--- src/rtl/shift_mult_pkg.sv ---
// Shared constants and state type for the shift-and-add multiplier.
// Contents: default operand width, iteration counter width, product width,
//           and the FSM state enum (2-bit encoding).
package shift_mult_pkg;

  localparam int DEF_WIDTH = 11;          // operand width in bits
  localparam int DEF_CNT_W = 4;           // iteration counter width, 2^CNT_W > WIDTH
  localparam int PROD_W    = 2 * DEF_WIDTH;

  typedef enum logic [1:0] {
    IDLE     = 2'd0,
    RUN      = 2'd1,
    DONE     = 2'd2,
    WAIT_CLR = 2'd3
  } state_t;

endpackage

--- src/rtl/shift_add_step.sv ---
// One shift-and-add iteration: conditionally add M into A, then shift {A,Q} right by one.
// Latency: purely combinational.
// Backpressure: none; the caller decides when to register the result.
// Ports: a (WIDTH+1), q (WIDTH), m (WIDTH) in; a_next (WIDTH+1), q_next (WIDTH) out.
module shift_add_step
  import shift_mult_pkg::*;
#(
  parameter int WIDTH = DEF_WIDTH
) (
  input  logic [WIDTH:0]   a,
  input  logic [WIDTH-1:0] q,
  input  logic [WIDTH-1:0] m,
  output logic [WIDTH:0]   a_next,
  output logic [WIDTH-1:0] q_next
);

  logic [WIDTH:0] sum;

  always_comb begin
    // Carry is kept in the extra bit so nothing is lost before the shift.
    sum    = a + (q[0] ? {1'b0, m} : '0);
    a_next = {1'b0, sum[WIDTH:1]};
    q_next = {sum[0], q[WIDTH-1:1]};
  end

endmodule

--- src/rtl/shift_add_mult.sv ---
// Sequential unsigned shift-and-add multiplier: captures X/Y once both loaders are full.
// Latency: WIDTH RUN cycles after the start edge, then the product is held with fp high.
// Backpressure: product held in DONE until p_ack; no restart until fx&&fy has been seen low.
// Ports: clk, rst (sync, active-high); x_par/fx, y_par/fy from loaders; p_ack from serializer;
//        p_par (2*WIDTH, registered), fp (product valid), busy (RUN in progress).
module shift_add_mult
  import shift_mult_pkg::*;
#(
  parameter int WIDTH = DEF_WIDTH,
  parameter int CNT_W = DEF_CNT_W
) (
  input  logic               clk,
  input  logic               rst,
  input  logic [WIDTH-1:0]   x_par,
  input  logic               fx,
  input  logic [WIDTH-1:0]   y_par,
  input  logic               fy,
  input  logic               p_ack,
  output logic [2*WIDTH-1:0] p_par,
  output logic               fp,
  output logic               busy
);

  state_t           state, state_nxt;
  logic [WIDTH:0]   a_reg;
  logic [WIDTH-1:0] q_reg;
  logic [WIDTH-1:0] m_reg;
  logic [CNT_W-1:0] cnt;

  logic [WIDTH:0]   a_nxt;
  logic [WIDTH-1:0] q_nxt;
  logic             start;
  logic             last_iter;

  assign start     = fx && fy;
  assign last_iter = (cnt == CNT_W'(WIDTH - 1));

  shift_add_step #(.WIDTH(WIDTH)) u_step (
    .a      (a_reg),
    .q      (q_reg),
    .m      (m_reg),
    .a_next (a_nxt),
    .q_next (q_nxt)
  );

  always_comb begin
    state_nxt = state;
    case (state)
      IDLE:     if (start)     state_nxt = RUN;
      RUN:      if (last_iter) state_nxt = DONE;
      DONE:     if (p_ack)     state_nxt = WAIT_CLR;
      // Loaders stay full until their own reset; wait for that so one
      // load produces exactly one product.
      WAIT_CLR: if (!start)    state_nxt = IDLE;
      default:                 state_nxt = IDLE;
    endcase
  end

  always_ff @(posedge clk) begin
    if (rst) begin
      state <= IDLE;
      a_reg <= '0;
      q_reg <= '0;
      m_reg <= '0;
      cnt   <= '0;
      p_par <= '0;
    end else begin
      state <= state_nxt;
      case (state)
        IDLE: begin
          if (start) begin
            m_reg <= x_par;
            q_reg <= y_par;
            a_reg <= '0;
            cnt   <= '0;
          end
        end
        RUN: begin
          a_reg <= a_nxt;
          q_reg <= q_nxt;
          cnt   <= cnt + 1'b1;
          // Top bit of a_nxt is always zero after the shift, so the low
          // WIDTH bits of A plus Q form the full product.
          if (last_iter) p_par <= {a_nxt[WIDTH-1:0], q_nxt};
        end
        default: ;
      endcase
    end
  end

  assign busy = (state == RUN);
  assign fp   = (state == DONE);

endmodule

--- config.mk ---
export PLATFORM = sky130hd
export DESIGN_NAME = shift_add_mult
export DESIGN_NICKNAME = d
export VERILOG_FILES = /design/src/rtl/shift_mult_pkg.sv /design/src/rtl/shift_add_step.sv /design/src/rtl/shift_add_mult.sv
export SDC_FILE = /design/constraint.sdc
export NUM_CORES = 1
export LEC_CHECK = 0
export BUFFER_PORTS_ARGS = -buffer_cell sky130_fd_sc_hd__buf_2
export CAP_MARGIN = 15
export CELL_PAD_IN_SITES_DETAIL_PLACEMENT = 0
export CELL_PAD_IN_SITES_GLOBAL_PLACEMENT = 1
export CORE_MARGIN = 4
export CORE_UTILIZATION = 42
export DETAILED_ROUTE_END_ITERATION = 6
export PLACE_DENSITY = 0.76
export SYNTH_ARGS = -nofsm -noshare
export SYNTH_HDL_FRONTEND = slang
export SYNTH_HIERARCHICAL = 1
export SYNTH_SLANG_ARGS = --single-unit
export TNS_END_PERCENT = 1
--- constraint.sdc ---
create_clock -name clk -period 2.9 [get_ports clk]
set_input_delay 0 -clock clk [delete_from_list [all_inputs] [get_ports clk]]
set_output_delay 0 -clock clk [all_outputs]
set_load 0.005 [all_outputs]
[Yosys cells after proc, flatten, opt, wreduce, memory -nomap -nowiden]
Cells that the tools add are included.
Operators by class
  add/subtract/negate cells: 2
  muxes and demuxes: 12
  reduce and logical (&&, ||, !) cells: 7
  equality and inequality tests: 8
Operators by type and width (number)
  one-hot mux 12 bit (2 select lines): 1
  2-to-1 mux 11 bit: 2
  one-hot mux 11 bit (2 select lines): 1
  adder 12 bit: 1
  2-to-1 mux 12 bit: 1
  2-to-1 mux 2 bit: 4
  one-hot mux 2 bit (4 select lines): 1
  one-hot mux 4 bit (2 select lines): 1
  inequality test 2 bit, second input constant: 3
  AND reduction 2 bit: 3
  adder 4 x 1 -> 4 bit, second input constant: 1
  equality test 2 bit, second input constant: 2
  equality test 4 bit, second input constant: 1
  2-to-1 mux 4 bit: 1
  AND reduction 4 bit: 1
  equality test 2 x 1 -> 1 bit, second input constant: 1
  logical NOT 2 bit: 1
  inequality test 2 x 1 -> 1 bit, second input constant: 1
  nonzero test 2 bit: 1
  logical AND 1 bit: 1
Word-level totals
  flip-flop bits (word level): 62
  output and inout port bits: 24

[Depth between registers and ports, before layout]
Gate-level depths: netlist of the first run.
  depth after elaboration: 3
  depth in mapped cells: 11
  gate-level depth less buffers: 10

[Modules after synthesis]
The synthesis of the first run kept the hierarchy.
By module, submodules not included
  shift_add_mult: times used 1, cells each 281, seq. area each 1241.2 um^2, area an instance 2504.9 um^2
  shift_add_step: times used 1, cells each 82, seq. area each 0.0 um^2, area an instance 653.1 um^2

[Worst setup path before layout of the first run]
OpenSTA, ideal clock, no wires.
  path type: register -> register
  from: register q_reg[0]
  to: register a_reg[7]
  path slack: 0.341 ns
  arrival: 2.431 ns
  required time: 2.772 ns
  library setup time: 0.128 ns
  period minus slack after synthesis: 2.559 ns
  stages on the path, launching flop included: 12
  cells stage by stage: dfxtp_1 > clkbuf_1 > and2_1 > ha_1 > fa_1 > a211oi_1 > o21bai_1 > a2111oi_0 > nor3_1 > xor2_1 > a22oi_1 > nor2_1
Between the ends
  word-level cells in the longest chain between the ends: 3
Ends and longest elaborated chain
  from (decl): RTL line shift_add_mult.sv:26  | logic [WIDTH-1:0] q_reg;
  from (signal assigned): RTL line shift_add_mult.sv:73  | q_reg <= y_par;
  from (signal assigned): RTL line shift_add_mult.sv:80  | q_reg <= q_nxt;
  2-to-1 mux 11 bit: RTL line shift_add_step.sv:21  | sum = a + (q[0] ? {1'b0, m} : '0);
  adder 12 bit: RTL line shift_add_step.sv:21
  via a_nxt[7]: RTL line shift_add_mult.sv:30  | logic [WIDTH:0] a_nxt;
  one-hot mux 12 bit (2 select lines): RTL line shift_add_mult.sv:69  | case (state)
  to (signal assigned): RTL line shift_add_mult.sv:79  | a_reg <= a_nxt;
  to (decl): RTL line shift_add_mult.sv:25  | logic [WIDTH:0] a_reg;
The timed path passes the listed nets, and every way through them passes these cells.
A chain may end at the register's enable or synchronous reset.

[Worst setup path after layout of the first run]
Same ends and word-level chain as after synthesis.

==> run summary, run 1 <==
Tightest slew margin relative to the limit: 0.310. Dividing the detail-routed via count by the number of cells gives 5.00. For the pin with the worst max-slew slack, the measured transition is 1.04 ns.

For this design the static power due to leakage is 0.00158 uW. Among all flip-flop cells after synthesis, the most frequent one is sky130_fd_sc_hd__dfxtp_1. sky130_fd_sc_hd__dfxtp_1 takes more of the synthesized area than any other cell. The power per cell area is 723 nW/um^2, and the number of port buffers is 50. The clock tree synthesis step divided the H-tree into 3 levels. The area added between synthesis and finish came out at 19.3%. Entering global routing, the biggest net connects 48 pins. Launching point of the worst reg2reg path: q_reg[0]$_SDFFE_PP0P_. The worst register-to-register path has a depth of 10.

The number of CTS-inserted buffers is 9. The sequential cells in the finished layout cover a total of 1240 um^2. The flip-flop count of the largest register after layout was 22; the full die area was 8970 um^2. The maximum net fanout on the critical path works out to 12. The logs give 0 for the leftover overflow at the end of global routing and 62 for the clock sink count. The tools report the arrival time at the worst endpoint as 2.80 ns. The tools report the maximum root-to-sink buffer count as 2. The final setup TNS is 0 ns.

The cell sitting at the root of the clock tree is a sky130_fd_sc_hd__clkbuf_8. The multi-input combinational cells in the finished layout cover a total of 1730 um^2. The run gives 0.433 as the initial core utilization. The worst setup path is captured at a flop. For the remaining antenna violation count, the log shows 0. The cell with the largest stage delay on the worst path is sky130_fd_sc_hd__fa_1. The share of the yosys chip area belonging to registers came out at 0.393. Setup repair after global routing left no endpoint under its margin.

After synthesis the netlist holds a flip-flop and latch count of 62. TritonCTS built the clock tree. The required time of the critical path is 3.09 ns. For the layout filler cell count, the log shows 761. The flow ran to the end, and the final reports show no timing, DRC or antenna violations. The setup path with the least slack is of type flop to flop. IR analysis of the VDD net gives a maximum drop of 0.386 mV. After the first detailed-routing iteration, the DRC count stood at 93.

In this run the worst hold path is classified as input port to flop. For this block, the routed nets add up to 6680 um of wire. The first detailed-routing pass ran for 4 iterations. 0 antenna diodes ended up in the layout. The critical path capture point is a_reg[7]$_SDFFE_PP0P_. The wire length of the first global-routing pass was 11,300 um. The average cell area after synthesis was 8.70 um^2. For this run, the number of Yosys warnings is 6. The logs give 383 MHz for the fmax and 7290 um^2 for the floorplan core area. The die is 94.7 um tall.

The share of flip-flops with an asynchronous set or reset came out at 0. sky130_fd_sc_hd__nand2_1 is the most common cell in the netlist. Overall routing resource usage: 0.161. The area share of the largest cell type after synthesis works out to 0.393.

For the final HPWL from detailed placement, the log shows 4740 um. The post-synthesis cell count came out at 363. In the final routed layout, each cell accounts on average for 13.1 um. On the worst path, the slowest cell contributes a delay of 0.44 ns.

The worst slack after detailed placement came out at 0.148 ns. For the initial antenna violation count, the log shows 0. The routed design could run at a clock period as short as 2.61 ns. By area the synthesized netlist is led by sky130_fd_sc_hd__dfxtp_1, sky130_fd_sc_hd__nand2_1, sky130_fd_sc_hd__a21oi_1, sky130_fd_sc_hd__ha_1, sky130_fd_sc_hd__a211oi_2. By count the netlist is led by sky130_fd_sc_hd__nand2_1, sky130_fd_sc_hd__dfxtp_1, sky130_fd_sc_hd__a21oi_1, sky130_fd_sc_hd__nor2_1, sky130_fd_sc_hd__ha_1.

The number of setup violations in the final report is 0. Between clock sinks in the finished design, the worst skew comes to 0.00586 ns. The post-detailed-route DRC marker count is 0. Overall power consumption after layout is estimated at 2720 uW.

The initialized floorplan defines 31 standard-cell rows. The ratio of cells with drive above 1 in the final layout was 0.229. Across all layers, the routed design uses 2,551 vias. The number of endpoints with negative hold slack in the final report came out at 0. The tools report the startpoint class of the critical path as a flop. After clock tree synthesis, the clock-pin slew on the worst setup and hold paths is 0.07 ns. The die is 94.7 um wide.

The number of distinct library cell variants in the gate-level netlist after synthesis is 42. The run gives 3160 um^2 as the cell area after technology mapping. The signal on the critical path passes through and2_1 > ha_1 > fa_1 > a211oi_2 > o21bai_1 > a2111oi_2 > nor3_1 > xor2_1 > a22oi_1 > nor2_1. Across the run, the number of max-cap violations was 0. In the final design database the tool counted 452 nets.

At the later pin of the worst-skew pair, clock insertion delay measures 0.34 ns. Worst reg2reg path endpoint: a_reg[7]$_SDFFE_PP0P_. The critical path starts at q_reg[0]$_SDFFE_PP0P_.

The max-slew violation total from the final report was 0; the ratio of final minimum period to clock period was 0.899. The logs give 0.517 for the core occupancy in the finished layout and 2,344 for the via count of the first global-routing pass. The I/O pin count is 51, and the placer's final routability congestion estimate is 0.786. Once the clock tree was built, the setup fixing pass inserted 0 buffers. After layout, the worst setup slack is 0.292 ns. The number of nets handed over by synthesis was 409.

Counting flops with a built-in enable in the synthesized netlist gives 0. In this run the register-to-register setup slack is 0.29 ns.
-- critical path, delay by kind of cell, from the launching register on --
kind / cells / cell delay [ns]
compound gates: 4 / 0.98
simple gates: 3 / 0.31
flops: 1 / 0.36
fa+ha+maj: 2 / 0.65
xor+xnor: 1 / 0.17
-- per-layer routing --
| layer | wire length (um) | vias up | GRT usage | share of wire |
|---|---|---|---|---|
| met5 | 0 | - | 0 | 0 |
| met4 | 131 | 0 | 0.0721 | 0.020 |
| met3 | 355 | 12 | 0.0335 | 0.053 |
| met2 | 2900 | 66 | 0.250 | 0.43 |
| met1 | 3290 | 1151 | 0.215 | 0.49 |
| li1 | - | 1322 | - | - |
-- layout make-up --
cell class | count | area share
multi-input combinational | 265 | 0.460
sequential | 62 | 0.330
clock buffer | 10 | 0.0365
inverter | 4 | 0.00398
tap | 99 | 0.0329
clock inverter | 6 | 0.0352
timing repair buffer | 64 | 0.102
-- worst min path at each step --
stage	end	startpoint	cells after the start	slack, ns
finish	q_reg[10]$_SDFFE_PP0P_	y_par[10]	3	0.009
global route	q_reg[6]$_SDFFE_PP0P_	y_par[6]	3	0.03
CTS	q_reg[10]$_SDFFE_PP0P_	y_par[10]	3	0.0001
detailed placement	m_reg[10]$_SDFFE_PP0P_	x_par[10]	3	0.24
global placement	m_reg[6]$_SDFFE_PP0P_	x_par[6]	3	0.24
floorplan	m_reg[0]$_SDFFE_PP0P_	x_par[0]	2	0.14
-- timing repair --
item                                    CTS  global route
hold endpoints to repair                 11             0
resized for setup                         0             4
endpoints found under the setup margin    0             2
hold buffers                             11             0
-- cells in the final DEF (no fill, tap or decap), drive strengths merged, types with 4 or more instances in the layout --
master / count
nand2: 67
dfxtp: 62
buf: 53
a21oi: 46
nor2: 34
ha: 18
a211oi: 15
and2: 13
a22oi: 12
mux2i: 12
dlygate4sd3: 11
clkbuf: 10
xnor2: 7
nor3: 5
bufinv: 4
inv: 4
o21ai: 4
and3: 4
-- per-stage QoR --
step,cells,cell area (um^2),hold WS (ns)
2_1_floorplan,363,3160,0.136
3_3_place_gp,483,3380,0.244
3_5_place_dp,483,3380,0.245
4_1_cts,510,3760,0.000124
5_1_grt,510,3770,0.0252
6_report,510,3770,0.00898
-- where the power goes --
group / total, uW / switching (uW) / internal, uW / leakage (uW)
Sequential: 1010 / 71.4 / 943 / 0.000503
Combinational: 692 / 414 / 277 / 0.000945
Clock: 1020 / 338 / 680 / 0.000132
-- kinds of logic (layout without fill, tap and decap cells) --
logic type                 count (synthesis)  in the layout  synth area share
DFF                                       62             62             0.393
adders and majority gates                 19             19            0.0777
muxes                                     12             12            0.0380
buffers and inverters                     36             84            0.0614
and+or+nand+nor                          134            134             0.191
other                                      1              1           0.00119
AOI/OAI and AO/OA                         89             89             0.210
xor gates and xnor gates                  10             10            0.0277
Power figures use the tool's default switching activity.
==> run 2: changes to the inputs <==
==> constraint.sdc (replaced) <==
create_clock -name clk -period 2.4 [get_ports clk]
set_input_delay 0 -clock clk [delete_from_list [all_inputs] [get_ports clk]]
set_output_delay 0 -clock clk [all_outputs]
set_load 0.005 [all_outputs]
==> run 2 against run 1 <==
Against the previous run:
- flip-flop and latch count unchanged
- critical path type unchanged
- largest power group is now sequential cells
- via count down 0.31%
- wire length up 0.87%
- critical endpoint unchanged
- first-iteration DRC count down 31%
- clock skew up 0.0032 ns
==> run summary, run 2 (synthesized netlist as in run 1, its figures left out) <==
Class of the tightest hold or removal check: input port to flop. The number of port buffers was 50. The run finished with clean final reports. After detailed routing, the number of remaining DRC violations is 0.

The routed via count is 2,543, and the post-detailed-placement cell area is 3440 um^2. The slowest stage of the critical path belongs to the cell sky130_fd_sc_hd__fa_2. For flop-to-flop paths, the worst setup slack is 0.03 ns.

The antenna diode instance count is 0, and the overall routing resource usage is 0.158. Entering global routing, the biggest net connects 63 pins. Before antenna repair, the detailed router went through 4 iterations. The logs give 2,417 for the via count of the first global-routing pass and 0 for the leftover overflow at the end of global routing. The routing usage on met3 is 0.0327, and the number of CTS-inserted buffers is 9. Summing all flip-flop and latch instances after layout gives 1240 um^2. In the final layout, the multi-input gates occupy 1780 um^2. For the worst setup path, the data required time is 2.60 ns. From synthesis to final layout, the design area changed by 21.0%. The run gives 0.433 as the initial core utilization. The library cell used most frequently in the layout, excluding fill and tap cells, is sky130_fd_sc_hd__nand2_1.

The tools report the global-route track usage on met2 as 0.241. The I/O pin count is 51, and the max-slew violation total from the final report is 0. Dominant delay contributor by cell family on the critical path: compound AO/OA/AOI/OAI gates. Worst slack after detailed placement: 0.00514 ns. TritonCTS built the clock tree.

The run gives 518 as the final cell count without fillers. Data on the critical path arrives at its endpoint at 2.57 ns. Peak supply drop: 0.437 mV. The clock passes through at most 2 buffers.

At the later pin of the worst-skew pair, clock insertion delay measures 0.33 ns. The run gives 11,200 um as the wire length of the first global-routing pass. Traced cell by cell, the critical path runs through and2_1 > ha_2 > fa_2 > a211oi_2 > o21bai_1 > a2111oi_1 > nor3_1 > xor2_1 > a22oi_1 > nor2_1. The core region is 7290 um^2. The die is 94.7 um tall. STA classifies the critical path startpoint as a flop. Dividing the detail-routed via count by the number of cells gives 4.91. The final setup TNS was 0 ns; the remaining antenna violation count was 0.

For the number of endpoints with negative hold slack in the final report, the log shows 0. The die is 94.7 um wide. For this block, the initial DRC count from the detailed router was 64.

The floorplan step defined a die boundary enclosing 8970 um^2. The delay of the slowest cell on the worst path is 0.38 ns. In the final design database the tool counted 460 nets.

The met1 track demand over resource in global routing was 0.218. The fmax came out at 422 MHz. Clock-pin slew was measured on the worst setup and hold paths at 0.07 ns. Counting tap cells, the placed design contains a total of 490 instances. Setup repair after global routing could not meet its margin everywhere. Setup violations remaining at the end of the flow were counted as 0. With fillers left out, the area of the finished cells amounts to 3820 um^2.

Ratio of cells with drive above 1 in the final layout: 0.255. The layer flagged by global routing as most heavily used is met2. The average wire per cell in the routed design was 13.0 um. The startpoint-to-endpoint class of the critical path is flop to flop. Counting I/O delays and the setup requirement, the final critical path takes 2.37 ns. Clock tree root driver cell: sky130_fd_sc_hd__clkbuf_8. The worst path meets setup with 0.0330 ns of slack. Row generation in the floorplan step produced 31 rows.

For the pin with the worst max-slew slack, the measured transition is 0.735 ns. Of all nets on the critical path, the largest fanout is 2. The tools report the H-tree depth as 3. The ratio of final minimum period to clock period is 0.986, and the clock sink count is 62. Max-cap violations in this run came to 0.

The library cells used most frequently in the layout, excluding fill and tap cells, are sky130_fd_sc_hd__nand2_1, sky130_fd_sc_hd__dfxtp_1, sky130_fd_sc_hd__buf_2. The tools report the initial antenna violation count as 0. STA classifies the critical path endpoint as a flop.

At the end of routability-driven placement, the weighted congestion stood at 0.788. Detailed placement ended at an HPWL of 4630 um. The standby leakage power was 0.00158 uW; the sum of routed wire length over all layers was 6740 um. The tightest slew margin relative to the limit is 0.510.

The worst clock skew is 0.00908 ns. Counting the fill cells in the layout gives 751. Power spread over the standard cell area amounts to 813 nW/um^2. Together, buffers and inverters on the worst path number 0. The flip-flop count of the largest register after layout was 22.
-- run 2: cell count changes in the layout (fill, tap and decap cells not counted), moves of 2 or more --
cell,previous run,this run
sky130_fd_sc_hd__buf_4,3,11
sky130_fd_sc_hd__ha_1,18,12
sky130_fd_sc_hd__ha_2,0,3
sky130_fd_sc_hd__ha_4,0,3
sky130_fd_sc_hd__bufinv_16,4,2
sky130_fd_sc_hd__clkbuf_1,0,2
-- run 2: final timing paths --
path / start / endpoint / cells after the start
setup / recovery: m_reg[0]$_SDFFE_PP0P_ / a_reg[7]$_SDFFE_PP0P_ / 10
hold / removal: y_par[10] / q_reg[10]$_SDFFE_PP0P_ / 3
setup reg to reg: m_reg[0]$_SDFFE_PP0P_ / a_reg[7]$_SDFFE_PP0P_ / 10
hold reg to reg: p_par[13]$_SDFFE_PP0P_ / p_par[13]$_SDFFE_PP0P_ / 2
-- run 2: through the flow --
stage / utilization / total power, uW / hold slack (ns)
finish: 0.524 / 3110 / 0.0139
floorplan: - / 2000 / 0.136
CTS: 0.516 / 3140 / 0.00746
global placement: 0.471 / 2100 / 0.241
detailed placement: 0.471 / 2120 / 0.247
global route: 0.524 / 3300 / 0.0158
-- run 2: cell type report --
| cell class | instances | share of cell area |
|---|---|---|
| multi-input combinational | 265 | 0.466 |
| sequential | 62 | 0.325 |
| timing repair buffer | 72 | 0.116 |
| clock buffer | 12 | 0.0380 |
| tap | 99 | 0.0324 |
| clock inverter | 4 | 0.0183 |
| inverter | 4 | 0.00393 |
-- run 2: timing repair --
| item | in CTS | in global routing |
|---|---|---|
| resized for setup | 0 | 10 |
| hold buffers | 11 | 0 |
| endpoints found under the hold margin | 11 | 0 |
| endpoints found under the setup margin | 0 | 8 |
| buffers inserted | 0 | 1 |
-- run 2: routing by layer --
layer | wire length, um | vias to the layer above
met5 | 0 | -
met4 | 99 | 0
met3 | 304 | 10
met2 | 2880 | 50
met1 | 3450 | 1140
li1 | - | 1343
-- run 2: worst register-to-register path: stages (launching register included) --
cell and delay, ns:
sky130_fd_sc_hd__dfxtp_1 0.31, sky130_fd_sc_hd__and2_1 0.15, sky130_fd_sc_hd__ha_2 0.18, sky130_fd_sc_hd__fa_2 0.38
sky130_fd_sc_hd__a211oi_2 0.23, sky130_fd_sc_hd__o21bai_1 0.13, sky130_fd_sc_hd__a2111oi_1 0.36, sky130_fd_sc_hd__nor3_1 0.10
sky130_fd_sc_hd__xor2_1 0.16, sky130_fd_sc_hd__a22oi_1 0.18, sky130_fd_sc_hd__nor2_1 0.05
-- run 2: power breakdown --
part | internal, uW | switching (uW)
clock network | 611 | 397
registers | 1140 | 79.4
logic | 368 | 511
==> run 3: changes to the inputs <==
--- a/config.mk
+++ b/config.mk
@@ -10,11 +10,10 @@
 export CELL_PAD_IN_SITES_DETAIL_PLACEMENT = 0
 export CELL_PAD_IN_SITES_GLOBAL_PLACEMENT = 1
 export CORE_MARGIN = 4
-export CORE_UTILIZATION = 42
+export CORE_UTILIZATION = 41
 export DETAILED_ROUTE_END_ITERATION = 6
-export PLACE_DENSITY = 0.76
+export PLACE_DENSITY = 0.75
 export SYNTH_ARGS = -nofsm -noshare
 export SYNTH_HDL_FRONTEND = slang
-export SYNTH_HIERARCHICAL = 1
 export SYNTH_SLANG_ARGS = --single-unit
 export TNS_END_PERCENT = 1
==> run 3 against run 2 <==
Against the previous run:
- via count increased by 3.7%
- largest power group unchanged
- worst setup slack improved by 0.090 ns
- wire length increased by 5.9%
- clock-buffer cell count decreased by 1
- die area decreased by 3.5%
- critical path depth decreased by 2
- area after synthesis decreased by 6.1%
- first-iteration DRC count increased by 19%
- hold slack improved by 0.065 ns
==> run summary, run 3 <==
The synthesized design contains 61 register bits. Setup violations remaining at the end of the flow were counted as 0. After detailed routing, the number of remaining DRC violations is 0.

The routed design has 7130 um of wire. The max-slew violation total from the final report was 0; the layout filler cell count was 697. The congestion estimate from routability-driven global placement came to 0.818. The clock tree root driver cell is sky130_fd_sc_hd__clkbuf_8. The fmax is 439 MHz. The class of the tightest hold or removal check is input port to flop. The logs give 2.51 ns for the arrival time at the worst endpoint and 46 for the number of distinct library cell variants in the gate-level netlist after synthesis.

The tools report the I/O pin count as 51. The logs give 0.543 for the core occupancy in the finished layout and 0 for the max-cap check violation count. Leaving out fill and tap cells, the most frequent cells in the layout are sky130_fd_sc_hd__nand2_1, sky130_fd_sc_hd__dfxtp_1, sky130_fd_sc_hd__buf_2. Setup repair after global routing left no endpoint under its margin.

Prior to clock tree synthesis, the placed netlist has a worst setup slack of 0.0628 ns. The peak supply drop is 0.646 mV. The first global-routing pass estimated 12,000 um of wire.

Once placement finished, the instance area stood at 3320 um^2. Summed over all instances, the cell type with the most area after synthesis is sky130_fd_sc_hd__dfxtp_1. The via count of the first global-routing pass is 2,544, and the share of the yosys chip area belonging to registers is 0.412. The longest clock path from root to sink contains 2 buffers. Counting the buffers created by CTS gives 9.

The floorplan step defined a die boundary enclosing 8650 um^2. The run gives 350 as the post-synthesis cell count. The die is 93.0 um wide. The final route contains 2,636 vias.

The most utilized layer in the global route result is met2. Of all nets on the critical path, the largest fanout is 8. The worst clock skew was 0.00635 ns. After global routing the overflow that remains totals 0.

STA classifies the critical path startpoint as a flop. The required time of the critical path came out at 2.64 ns. The insertion delay of the later-clocked pin in the worst-skew pair is 0.34 ns, and the number of port buffers is 50. The run gives 467 as the final-stage net count.

For the finished layout, the period the worst path requires is 2.28 ns. The library cell used most frequently in the layout, excluding fill and tap cells, is sky130_fd_sc_hd__nand2_1. The initial antenna violation count was 0; the number of endpoints with negative hold slack in the final report was 0. The tools report the remaining antenna violation count as 0. Ranked by instance count, the synthesized netlist is headed by sky130_fd_sc_hd__nand2_1, sky130_fd_sc_hd__dfxtp_1, sky130_fd_sc_hd__a21oi_1, sky130_fd_sc_hd__nor2_1, sky130_fd_sc_hd__ha_1. The area share of the largest cell type after synthesis works out to 0.412. The flow ran to the end, and the final reports show no timing, DRC or antenna violations. Power spread over the standard cell area amounts to 770 nW/um^2.

Ranked by total cell area, the synthesized netlist is headed by sky130_fd_sc_hd__dfxtp_1, sky130_fd_sc_hd__nand2_1, sky130_fd_sc_hd__ha_1, sky130_fd_sc_hd__a21oi_1, sky130_fd_sc_hd__mux2i_1. The tightest hold path in the finished design has a slack of 0.0789 ns. The finished cells cover 3750 um^2. The logs give 0.0531 for the routing usage on met3 and 0.123 ns for the setup slack of the critical path after layout.

Summed over all cells, the static leakage comes to 0.00163 uW. The slew at the pin with the worst max-slew slack works out to 0.763 ns. TritonCTS built the clock tree.

The met1 track demand over resource in global routing came out at 0.216. Leading register cell type out of synthesis: sky130_fd_sc_hd__dfxtp_1. The average cell area after synthesis is 8.47 um^2. The overall routing resource usage came out at 0.174. Number of nets produced by synthesis: 396. The floorplan step defined a core boundary enclosing 6910 um^2. The logs give 30 for the number of placement rows and 0 for the count of warnings emitted by yosys. The y dimension of the die is 93.0 um, and the cell area after technology mapping is 2960 um^2. The most used standard cell by instance count after synthesis was sky130_fd_sc_hd__nand2_1. The tightest slew margin relative to the limit was 0.491. The share of flip-flops with an asynchronous set or reset is 0, and the count of TritonRoute iterations in the first routing pass is 4. The register bank with the most flops was p_par.

The clock sink count is 61. The number of buffers inserted to repair setup after CTS was 0; the maximum number of pins on one net before global-route repair was 41. Clock-pin slew was measured on the worst setup and hold paths at 0.07 ns. The startpoint-to-endpoint class of the critical path was flop to flop. The area added between synthesis and finish is 26.6%, and the global-route track usage on met2 is 0.296. The average wire per cell in the routed design works out to 13.7 um.

The via-per-instance ratio was 5.05. The tools report the final HPWL from detailed placement as 4980 um. The ratio of cells with drive above 1 in the final layout works out to 0.195. The register with the most flip-flops in the layout has 22 of them. Count of flip-flops with a built-in enable after synthesis: 0. Critical path endpoint category: a flop.

After the first detailed-routing iteration, the DRC count stood at 76. The H-tree generated during clock tree synthesis spans 3 levels. The ratio of final minimum period to clock period was 0.949; the final setup TNS was 0 ns. The repair_antennas step left the layout with diodes totalling 0. The initial core utilization came out at 0.429.
run 3: cell count changes in the layout (fill, tap and decap cells not counted), moves of 7 or more:
cell | before | now
sky130_fd_sc_hd__a211oi_1 | 4 | 12
sky130_fd_sc_hd__a211oi_2 | 11 | 0
sky130_fd_sc_hd__a22oi_1 | 12 | 1
sky130_fd_sc_hd__dlygate4sd3_1 | 11 | 21
sky130_fd_sc_hd__nor2_1 | 33 | 26
run 3: final timing paths:
path	startpoint	slack, ns	depth (start not counted)	to
worst max-delay path	q_reg[0]$_SDFFE_PP0P_	0.12	8	a_reg[9]$_SDFFE_PP0P_
worst min register to register	p_par[16]$_SDFFE_PP0P_	0.45	2	p_par[16]$_SDFFE_PP0P_
worst max register to register	q_reg[0]$_SDFFE_PP0P_	0.12	8	a_reg[9]$_SDFFE_PP0P_
worst min-delay path	p_ack	0.08	5	state[0]$_SDFFE_PP0P_
run 3: layout make-up:
| class | instances | area (um^2) | area share |
|---|---|---|---|
| inverters | 9 | 33.8 | 0.00900 |
| flip-flops and latches | 61 | 1220 | 0.326 |
| clock buffers | 11 | 141 | 0.0377 |
| multi-input cells | 260 | 1660 | 0.442 |
| repair buffers | 80 | 528 | 0.141 |
| well taps | 96 | 120 | 0.0320 |
| clock inverters | 5 | 50.0 | 0.0133 |
run 3: kinds of logic after synthesis:
group	after synthesis	share of synthesized area
xor gates and xnor gates	6	0.0177
AOI/OAI and AO/OA	88	0.198
adders and majority gates	19	0.0827
muxes	13	0.0439
buffers and inverters	29	0.0380
DFF	61	0.412
and+or+nand+nor	134	0.208
run 3: worst max-delay path: stages, from the launching register on:
cell                       delay [ns]
sky130_fd_sc_hd__dfxtp_2         0.35
sky130_fd_sc_hd__and2_1          0.14
sky130_fd_sc_hd__ha_1            0.20
sky130_fd_sc_hd__fa_1            0.40
sky130_fd_sc_hd__a21o_1          0.21
sky130_fd_sc_hd__a221oi_4        0.34
sky130_fd_sc_hd__o311ai_2        0.16
sky130_fd_sc_hd__xor2_1          0.17
sky130_fd_sc_hd__a22o_1          0.20
run 3: through the flow:
stage | total power (uW) | std cells
after floorplan | 1790 | 350
after global placement | 1990 | 485
after detailed placement | 1990 | 485
after CTS | 2920 | 522
after global routing | 3080 | 522
final | 2890 | 522
run 3: where the power goes:
part,total (uW),switching [uW],internal (uW)
Sequential,1210,81.8,1120
Combinational,787,455,332
Clock,896,395,501
run 3: routing by layer:
metal | routed length (um) | share of wire
met1 | 3300 | 0.46
met2 | 3470 | 0.49
met3 | 285 | 0.040
met4 | 72 | 0.010
met5 | 0 | 0
run 3: repair_timing:
item | 4_1_cts | 5_1_grt
resized for setup | 0 | 5
endpoints found under the hold margin | 21 | 0
setup endpoints to repair | 0 | 5
hold buffers | 21 | 0
